`config.mk`:
```
export PLATFORM = sky130hd
export DESIGN_NAME = inference_sequencer
export DESIGN_NICKNAME = d
export VERILOG_FILES = /design/src/rtl/seq_pkg.sv /design/src/rtl/feed_counter.sv /design/src/rtl/inference_sequencer.sv
export SDC_FILE = /design/constraint.sdc
export NUM_CORES = 1
export LEC_CHECK = 0
export CAP_MARGIN = 20
export CORE_MARGIN = 2
export CORE_UTILIZATION = 50
export DETAILED_ROUTE_END_ITERATION = 6
export GPL_TIMING_DRIVEN = 1
export PLACE_DENSITY_LB_ADDON = 0.05
export SLEW_MARGIN = 20
export SYNTH_ARGS = -nofsm -noshare
export SYNTH_HDL_FRONTEND = slang
export SYNTH_SLANG_ARGS = --single-unit
```
`constraint.sdc`:
```
create_clock -name clock -period 5.55 [get_ports clock]
set_input_delay 0.555 -clock clock [delete_from_list [all_inputs] [get_ports clock]]
set_output_delay 0.555 -clock clock [all_outputs]
set_load 0.05 [all_outputs]
```
`src/rtl/seq_pkg.sv`:
```
// rtl/seq_pkg.sv - shared state type and default sizes for the inference sequencer
package seq_pkg;

  // Defaults mirrored from definitions.v
  localparam int SIZE_E_DEF = 16;
  localparam int SIZE_F_DEF = 32;
  localparam int LAT_D_DEF  = 2;
  localparam int BIT_R_DEF  = 16;
  localparam int BIT_O_DEF  = 4;

  typedef enum logic [2:0] {
    S_IDLE,
    S_CLR,
    S_FEED_E,
    S_DRAIN_E,
    S_DECIDE,
    S_FEED_F,
    S_DRAIN_F,
    S_DONE
  } seq_state_t;

endpackage

```
`src/rtl/feed_counter.sv`:
```
// rtl/feed_counter.sv - saturating element-select counter with registered last flag
module feed_counter #(
  parameter int SIZE = 16,
  parameter int W    = $clog2(SIZE)
) (
  input  logic         clock,
  input  logic         reset,
  input  logic         clear,
  input  logic         enable,
  output logic [W-1:0] count,
  output logic         last
);

  localparam logic [W-1:0] MAX = W'(SIZE - 1);
  localparam logic [W-1:0] ONE = W'(1);

  // Count enabled elements, stop at SIZE-1, and flag the final element one cycle ahead
  always_ff @(posedge clock) begin
    if (reset || clear) begin
      count <= '0;
      last  <= (SIZE == 1);
    end else if (enable && (count != MAX)) begin
      count <= count + ONE;
      last  <= ((count + ONE) == MAX);
    end
  end

endmodule

```
`src/rtl/inference_sequencer.sv`:
```
// rtl/inference_sequencer.sv - early-exit / full dense layer sequencing controller
module inference_sequencer
  import seq_pkg::*;
#(
  parameter int SIZE_E = SIZE_E_DEF,
  parameter int SIZE_F = SIZE_F_DEF,
  parameter int LAT_D  = LAT_D_DEF,
  parameter int BIT_R  = BIT_R_DEF,
  parameter int BIT_O  = BIT_O_DEF
) (
  input  logic                      clock,
  input  logic                      reset,
  input  logic                      start,
  input  logic signed [BIT_R-1:0]   thresh,
  input  logic                      ready_e,
  input  logic                      ready_f,
  input  logic signed [BIT_R-1:0]   results_early,
  input  logic [BIT_O-1:0]          index_early,
  input  logic signed [BIT_R-1:0]   results_full,
  input  logic [BIT_O-1:0]          index_full,
  output logic                      clr,
  output logic                      en_e,
  output logic                      en_f,
  output logic [$clog2(SIZE_E)-1:0] sel_e,
  output logic [$clog2(SIZE_F)-1:0] sel_f,
  output logic                      busy,
  output logic                      done,
  output logic                      early_exit,
  output logic [BIT_O-1:0]          data_out
);

  localparam int W_E = $clog2(SIZE_E);
  localparam int W_F = $clog2(SIZE_F);
  localparam int DW  = $clog2(LAT_D + 1);
  localparam logic [DW-1:0] DRAIN_LAST = DW'(LAT_D - 1);
  localparam logic [DW-1:0] DRAIN_ONE  = DW'(1);

  seq_state_t state, next_state;

  logic signed [BIT_R-1:0] thresh_q;
  logic [DW-1:0]           drain_cnt;
  logic [W_E-1:0]          cnt_e;
  logic [W_F-1:0]          cnt_f;
  logic                    last_e, last_f;
  logic                    pend_early;
  logic [BIT_O-1:0]        pend_idx;
  logic                    early_gt, drain_done;
  logic                    cnt_clear, cnt_en_e, cnt_en_f;

  // The full confidence is not part of the decision; only its index is retired
  logic unused_results_full;
  assign unused_results_full = ^results_full;

  assign early_gt   = results_early > thresh_q;
  assign drain_done = (drain_cnt == DRAIN_LAST);
  assign cnt_clear  = (state == S_CLR);
  assign cnt_en_e   = (state == S_FEED_E) && ready_e;
  assign cnt_en_f   = (state == S_FEED_F) && ready_f;

  feed_counter #(.SIZE(SIZE_E), .W(W_E)) u_feed_e (
    .clock  (clock),
    .reset  (reset),
    .clear  (cnt_clear),
    .enable (cnt_en_e),
    .count  (cnt_e),
    .last   (last_e)
  );

  feed_counter #(.SIZE(SIZE_F), .W(W_F)) u_feed_f (
    .clock  (clock),
    .reset  (reset),
    .clear  (cnt_clear),
    .enable (cnt_en_f),
    .count  (cnt_f),
    .last   (last_f)
  );

  // State register
  always_ff @(posedge clock) begin
    if (reset) state <= S_IDLE;
    else       state <= next_state;
  end

  // Next-state selection; feed states advance only on a ready element
  always_comb begin
    next_state = state;
    case (state)
      S_IDLE:    if (start) next_state = S_CLR;
      S_CLR:     next_state = S_FEED_E;
      S_FEED_E:  if (ready_e && last_e) next_state = S_DRAIN_E;
      S_DRAIN_E: if (drain_done) next_state = S_DECIDE;
      S_DECIDE:  next_state = early_gt ? S_DONE : S_FEED_F;
      S_FEED_F:  if (ready_f && last_f) next_state = S_DRAIN_F;
      S_DRAIN_F: if (drain_done) next_state = S_DONE;
      S_DONE:    next_state = S_IDLE;
      default:   next_state = S_IDLE;
    endcase
  end

  // Registered outputs, threshold latch, drain timer and the pending early decision
  always_ff @(posedge clock) begin
    if (reset) begin
      thresh_q   <= '0;
      drain_cnt  <= '0;
      pend_early <= 1'b0;
      pend_idx   <= '0;
      clr        <= 1'b0;
      en_e       <= 1'b0;
      en_f       <= 1'b0;
      sel_e      <= '0;
      sel_f      <= '0;
      busy       <= 1'b0;
      done       <= 1'b0;
      early_exit <= 1'b0;
      data_out   <= '0;
    end else begin
      if ((state == S_IDLE) && start) thresh_q <= thresh;
      if ((state == S_DRAIN_E) || (state == S_DRAIN_F)) drain_cnt <= drain_cnt + DRAIN_ONE;
      else                                               drain_cnt <= '0;
      if (state == S_DECIDE) begin
        pend_early <= early_gt;
        pend_idx   <= index_early;
      end
      clr   <= (state == S_CLR);
      en_e  <= cnt_en_e;
      en_f  <= cnt_en_f;
      sel_e <= cnt_e;
      sel_f <= cnt_f;
      busy  <= (state != S_IDLE);
      done  <= (state == S_DONE);
      if (state == S_DONE) begin
        early_exit <= pend_early;
        data_out   <= pend_early ? pend_idx : index_full;
      end
    end
  end

endmodule

```
; ---- Word-level counts from Yosys, hierarchy flattened
; Cells that the tools add are included.
[classes]
add_sub_neg = 3
magnitude_cmp = 1
n_eq_ne = 17
muxes = 8
bitwise_logic = 1
n_reduce_logical = 13
[ops]
columns = op, count
row1 = case mux 3 bit (8 select lines), 1
row2 = > comparator 16 bit, 1
row3 = two-way mux 3 bit, 5
row4 = "equality test 3 bit, second input constant", 4
row5 = logical AND 1 bit, 7
row6 = "equality test 3 x 2 -> 1 bit, second input constant", 2
row7 = "inequality test 2 bit, second input constant", 3
row8 = "adder 5 x 1 -> 5 bit, second input constant", 1
row9 = "equality test 5 bit, second input constant", 1
row10 = "inequality test 5 bit, second input constant", 1
row11 = AND reduction 5 bit, 1
row12 = "adder 4 x 1 -> 4 bit, second input constant", 1
row13 = "equality test 4 bit, second input constant", 1
row14 = two-way mux 4 bit, 1
row15 = "inequality test 2 x 1 -> 1 bit, second input constant", 2
row16 = "inequality test 4 bit, second input constant", 1
row17 = "equality test 3 x 1 -> 1 bit, second input constant", 1
row18 = logical NOT 3 bit, 1
row19 = nonzero test 3 bit, 1
row20 = "adder 2 x 1 -> 2 bit, second input constant", 1
row21 = "equality test 2 x 1 -> 1 bit, second input constant", 1
row22 = logical OR 1 bit, 2
row23 = two-way mux 2 bit, 1
row24 = OR reduction 2 bit, 1
row25 = NOT 1 bit, 1
[totals]
reg_bits = 56
in_bits = 61
output_inout_bits = 19
word_cells = 61

; ---- Depth between registers and ports, before layout
; Gate-level depths: netlist of run 1.
[depth]
depth_word = 4
ltp_mapped = 7
ltp_nobuf = 7

; ---- By module
; From an unflattened synthesis of run 1, not the netlist that was laid out.
[hier_totals]
hier_cells = 303
area_unflattened_um2 = 2717.6
[by_module_without_submodules]
columns = module, instances, cells_each, area_per_inst_um2
row1 = inference_sequencer, 1, 240, 2135.8
row2 = feed_counter (u_feed_f), 1, 35, 319.1
row3 = feed_counter (u_feed_e), 1, 28, 262.8

; ---- Worst setup path after synthesis of run 1
; OpenSTA, ideal clock, no wires.
[synth_timing]
path_type = input port to flip-flop
from = in results_early[15]
to = reg pend_early
setup_time_ns = 0.144
arrival_time_ns = 1.817
required_time_ns = 5.406
path_slack_ns = 3.588
cell_stages = 5
path_buffers = 0
path_cell_list = ha_1 > nand4_1 > a2111oi_0 > or4b_4 > o311ai_2
[synth_via]
elab_chain_cells = 1
[synth_rtl]
columns = element, line
row1 = "start, declared", inference_sequencer.sv:17  ; input logic signed [BIT_R-1:0] results_early,
row2 = > comparator 16 bit, inference_sequencer.sv:54  ; assign early_gt = results_early > thresh_q;
row3 = "end signal, assigned", inference_sequencer.sv:121  ; pend_early <= early_gt;
row4 = "end, declared", inference_sequencer.sv:45  ; logic pend_early;
; Every way passes these cells.
; A chain may end at the register's enable or synchronous reset.

; ---- Worst setup path after layout of run 1
; Ends and elaborated chain as after synthesis.

==> results.json, run 1 <==
{
  "r2r-start": "thresh_q[15]$_SDFFE_PP0P_",
  "synth_top_cell_area_share_pct": 42.5,
  "dr.max_layer_used": "met4",
  "cts_buffers": 5,
  "drv_cap": 0,
  "synthesis.area_mm2": 0.00264,
  "hp-class": "flop to flop",
  "worstPathArrival_ns": 2.54,
  "cp.required_ns": 5.72,
  "r2r_setup_slack_ns": 3.47,
  "yosysTopAreaCell": "dfxtp_1",
  "rsz0062_at_grt": "no",
  "min_to": "drain_cnt[0]$_SDFF_PP0_",
  "grt_use_total_pct": 19.0,
  "ant_nets": 0,
  "clock_latency_ns": 0.31,
  "avgSynthCellArea_um2": 8.90,
  "worstHoldStart": "drain_cnt[0]$_SDFF_PP0_",
  "antenna_cells": 0,
  "place.gp.congestion": 0.733,
  "slew_headroom_pct": 41.0,
  "route.met3.wl_um": 215,
  "async_reset_ff_share_pct": 0,
  "wl_met2_mm": 2.45,
  "clk_pin_slew_ns": 0.10,
  "slew_violations": 0,
  "antenna_found_initial": 0,
  "syn-num-nets": 379,
  "p_leak_nw": 1.26,
  "dr.pass1.iters": 4,
  "ir_worst_vdd_mv": 0.145,
  "wire_per_inst_um": 12.3,
  "synth_ff_type": "dfxtp_1",
  "root_buffer": "clkbuf_8",
  "via_count": 2114,
  "min_path_cells": 1,
  "drt_wl_total_mm": 5.19,
  "clockBufferDepth": 2,
  "core_area_mm2": 0.00511,
  "io_buffer_count": 63,
  "clock_skew_ns": 0.00886,
  "syn2layout_area_growth_pct": 28.7,
  "ys_ff_latch": 56,
  "postCtsSetupBuffers": 0,
  "path_class": "input pin to flop",
  "grt_pass1_vias": 2009,
  "ys_warn_count": 0,
  "dieArea_mm2": 0.00587,
  "cts_num_sinks": 56,
  "worst_slack_ns": 3.18,
  "endpoint_kind": "flop",
  "die_height_um": 76.6,
  "synth_cell_types": 41,
  "min_period_ns": 2.37,
  "die_w_um": 76.6,
  "rr_endpoint": "pend_early$_SDFFE_PP0P_",
  "ys_seq_area_share_pct": 42.5,
  "io_pins": 80,
  "remaining_drc_errors": 0,
  "crit_fanout": 5,
  "setup_viol": 0,
  "drive_above_1_share_pct": 4.82,
  "post-place-ws_ns": 2.88,
  "cts.htree.levels": 2,
  "ctsHoldBuffers": 0,
  "synth_most_common_cell": "dfxtp_1",
  "via_per_inst": 5.00,
  "grt_max_degree": 47,
  "grt_remaining_overflow": 0,
  "drtIter0Drc": 106,
  "syn_inst": 296,
  "grt_pass1_wl_mm": 9.08,
  "initial_utilization_pct": 51.6,
  "hold_viol": 0,
  "fmax_mhz": 422,
  "worstMarginPinSlew_ns": 0.883,
  "status": "finished clean",
  "ctsResizeCount": 0,
  "nets": 435,
  "synth_commonest_cells": "56 x dfxtp_1, 43 x nand2_1, 29 x a21oi_1",
  "synthTopCellsByArea": "dfxtp_1 43%, ha_1 10%, nand2_1 6.1%, a21oi_1 5.5%, mux2i_1 3.8%",
  "startpoint_type": "input pin",
  "fin_crit_sh_pct": 42.7,
  "power_density_mw_per_mm2": 242,
  "cts_tree": "done",
  "hpwl_mm": 3.74,
  "wl_met1_mm": 2.43,
  "synth_edf_count": 0,
  "row_count": 26,
  "r2r_cells": 6,
  "tns_ns": 0
}
-- how the worst max path moves through the flow --
stage	startpoint	to	slack [ns]	cells after the start
6_report	results_early[15]	pend_early$_SDFFE_PP0P_	3.18	6
5_1_grt	results_early[15]	pend_early$_SDFFE_PP0P_	2.95	6
4_1_cts	results_early[15]	pend_early$_SDFFE_PP0P_	3.18	6
3_5_place_dp	results_early[15]	pend_early$_SDFFE_PP0P_	2.88	6
3_3_place_gp	results_early[15]	pend_early$_SDFFE_PP0P_	2.92	6
2_1_floorplan	results_early[15]	pend_early$_SDFFE_PP0P_	3.59	5
-- worst max-delay path, stage by stage --
cell and delay (ns):
clkdlybuf4s50_1 0.42, ha_1 0.36, nand4_1 0.20, a2111oi_0 0.64
or4b_4 0.27, o311ai_2 0.09
-- logic make-up (layout without fill, tap and decap cells) --
| group | count (synthesis) | in the layout | share of synthesized area [%] |
|---|---|---|---|
| compound gates | 51 | 51 | 11.9 |
| buf+inv | 35 | 92 | 5.70 |
| xor+xnor | 8 | 8 | 2.66 |
| flops | 56 | 56 | 42.5 |
| fa+ha+maj | 22 | 22 | 10.4 |
| mux | 11 | 11 | 4.65 |
| simple gates | 113 | 113 | 22.1 |
-- flip-flops by register name, summed over array words and instances (netlist names), 2 cells and up --
signal	flops
data_out	4
pend_idx	4
sel_e	4
state	3
sel_f	5
u_feed_e.count	4
thresh_q	16
drain_cnt	2
u_feed_f.count	5
-- cells in the final DEF, fill, tap and decap left out, drive strengths merged, types with 2 or more instances in the layout --
cell	Yosys	layout
inv	21	22
nor3	5	5
a21oi	29	29
nand4	7	7
xor2	6	6
o21ai	5	5
a21o	2	2
nand2b	4	4
nor2b	11	11
o211ai	2	2
nor3b	2	2
clkdlybuf4s50	0	62
nand3	2	2
ha	22	22
a211oi	7	7
nand3b	2	2
nand2	43	43
and3	3	3
dfxtp	56	56
clkbuf	9	5
nor2	26	26
mux2i	10	10
xnor2	2	2
and2	2	2
-- cell type report --
cell class                      instances  area, µm²
Clock inverter                          3       46.3
Fill cell                             455       1720
Inverter                               21       78.8
Clock buffer                            5       68.8
Multi-Input combinational cell        205       1360
Tap cell                               70       87.6
Sequential cell                        56       1120
Timing Repair Buffer                   63        626
-- metrics by stage --
| stage | hold slack, ns | area (µm²) | utilization [%] | std cells | total power [mW] |
|---|---|---|---|---|---|
| CTS | 0.431 | 3390 | 66.4 | 423 | 0.828 |
| finish | 0.430 | 3390 | 66.4 | 423 | 0.820 |
| detailed placement | 0.416 | 3280 | 64.2 | 415 | 0.559 |
| floorplan | 0.399 | 2640 | - | 296 | 0.509 |
| global placement | 0.408 | 3280 | 64.2 | 415 | 0.555 |
| global route | 0.464 | 3390 | 66.4 | 423 | 0.864 |
-- where the power goes --
group	switching, mW	total, mW	internal (mW)
clock	0.135	0.272	0.136
sequential	0.0111	0.426	0.415
combinational	0.0616	0.122	0.0602
-- per-layer routing --
layer	GRT usage [%]	vias up
met1	24.4	952
met5	0	-
met4	6.91	0
met3	4.62	9
met2	31.0	40
li1	-	1113
Power figures use the tool's default switching activity.
==> run 2: changes to the inputs <==
Settings changed: CORE_UTILIZATION 50 to 47.
Clock period 5.55 ns to 2.5 ns, I/O delays scaled along.
==> run 2 against run 1 <==
Net effect: non-clock buffer count increased by 2; first-iteration DRC count decreased by 29%; clock skew decreased by 0.0020 ns; largest cell class unchanged; worst setup slack got worse by 2.6 ns; count of clock-buffer cells in the layout unchanged; sequential cell count unchanged.
==> results.json, run 2 (same netlist as run 1, synthesis figures left out) <==
{
  "status": "finished clean",
  "largest_register": "thresh_q",
  "fin_crit_sh_pct": 77.3,
  "path_class": "input pin to flop",
  "io_pins": 80,
  "cts_buffers": 5,
  "via_per_inst": 5.00,
  "place.gp.congestion": 0.800,
  "startpoint_type": "input pin",
  "cts_num_sinks": 56,
  "tns_ns": 0,
  "setup_viol": 0,
  "cts.htree.levels": 2,
  "die_height_um": 78.9,
  "slew_violations": 0,
  "endpoint_kind": "flop",
  "worstPathArrival_ns": 2.11,
  "io_buffer_count": 63,
  "mostFrequentLayoutCells": "62 x clkdlybuf4s50_1, 56 x dfxtp_1, 43 x nand2_1",
  "antenna_found_initial": 0,
  "clkPwrFrac_pct": 26.6,
  "place_area_mm2": 0.00329,
  "grt_pass1_vias": 1980,
  "ir_worst_vdd_mv": 0.270,
  "slew_headroom_pct": 60.6,
  "core_area_mm2": 0.00547,
  "final_common_cell": "clkdlybuf4s50_1",
  "p_comb_share_pct": 16.4,
  "hp-class": "flop to flop",
  "root_buffer": "clkbuf_8",
  "ctsHoldBuffers": 0,
  "fmax_mhz": 517,
  "dr.pass1.iters": 4,
  "via_count": 2118,
  "rsz0062_at_grt": "no",
  "grt_remaining_overflow": 0,
  "p_seq_share_pct": 57.0,
  "antenna_cells": 0,
  "hpwl_mm": 3.71,
  "grt_use_total_pct": 17.7,
  "min_period_ns": 1.93,
  "worst_slack_ns": 0.568,
  "grt_pass1_wl_mm": 8.82,
  "drv_cap": 0,
  "clockBufferDepth": 2,
  "clock_latency_ns": 0.30,
  "hold_viol": 0,
  "cp.required_ns": 2.67,
  "grt_max_degree": 46,
  "die_w_um": 78.9,
  "remaining_drc_errors": 0,
  "clock_skew_ns": 0.00684,
  "nets": 437,
  "top_regs": "thresh_q x16, sel_f x5, u_feed_f.count x5",
  "drive_above_1_share_pct": 4.55,
  "row_count": 27,
  "switchingPower_mw": 0.422,
  "fillers": 511,
  "ctsResizeCount": 0,
  "final_cell_area_mm2": 0.00336,
  "drtIter0Drc": 75,
  "utilization_pct": 61.5,
  "largest_reg_flops": 16,
  "power_density_mw_per_mm2": 494,
  "internal_power_mw": 1.24,
  "cts_tree": "done",
  "worstMarginPinSlew_ns": 0.591,
  "p_leak_nw": 1.25,
  "crit_fanout": 5,
  "post-place-ws_ns": 0.217,
  "syn2layout_area_growth_pct": 27.6,
  "finalPower_mw": 1.66,
  "initial_utilization_pct": 48.1,
  "clk_pin_slew_ns": 0.09,
  "sw_frac_of_total_pct": 25.4,
  "postCtsSetupBuffers": 0,
  "dieArea_mm2": 0.00622,
  "drt_wl_total_mm": 5.21,
  "ant_nets": 0,
  "wire_per_inst_um": 12.3
}
run 2: power by group through the flow:
stage	Sequential [mW]	Combinational, mW	Clock (mW)
finish	0.948	0.272	0.442
global route	0.953	0.310	0.495
CTS	0.948	0.276	0.469
detailed placement	0.969	0.275	0
global placement	0.968	0.268	0
floorplan	0.970	0.160	0
run 2: path summary, 6_finish.rpt:
kind / cells after the start / slack [ns] / endpoint / startpoint
worst max-delay path: 6 / 0.57 / pend_early$_SDFFE_PP0P_ / results_early[15]
worst min-delay path: 1 / 0.42 / drain_cnt[0]$_SDFF_PP0_ / drain_cnt[0]$_SDFF_PP0_
worst max register to register: 6 / 0.58 / pend_early$_SDFFE_PP0P_ / thresh_q[15]$_SDFFE_PP0P_
worst min register to register: 1 / 0.42 / drain_cnt[0]$_SDFF_PP0_ / drain_cnt[0]$_SDFF_PP0_
run 2: layout make-up:
cell class	count	area (µm²)	area share, %
clock buffers	5	68.8	2.05
multi-input cells	205	1360	40.6
repair buffers	65	641	19.0
flip-flops and latches	56	1120	33.3
well taps	72	90.1	2.68
inverters	21	78.8	2.34
run 2: worst max-delay path: stages:
cell	delay, ns
clkdlybuf4s50_1	0.42
ha_1	0.36
nand4_1	0.18
a2111oi_0	0.55
or4b_4	0.26
o311ai_2	0.08
run 2: metrics by stage:
stage | cells | hold WS, ns
after floorplan | 296 | 0.386
after global placement | 419 | 0.409
after detailed placement | 419 | 0.412
after CTS | 424 | 0.426
after global routing | 424 | 0.444
final | 424 | 0.423
run 2: per-layer routing:
| metal | wire length (µm) | up-vias | global-route usage (%) |
|---|---|---|---|
| met1 | 2470 | 954 | 22.4 |
| met3 | 255 | 6 | 4.32 |
| met2 | 2410 | 45 | 29.2 |
| met4 | 72 | 0 | 6.55 |
| li1 | - | 1113 | - |
| met5 | 0 | - | 0 |
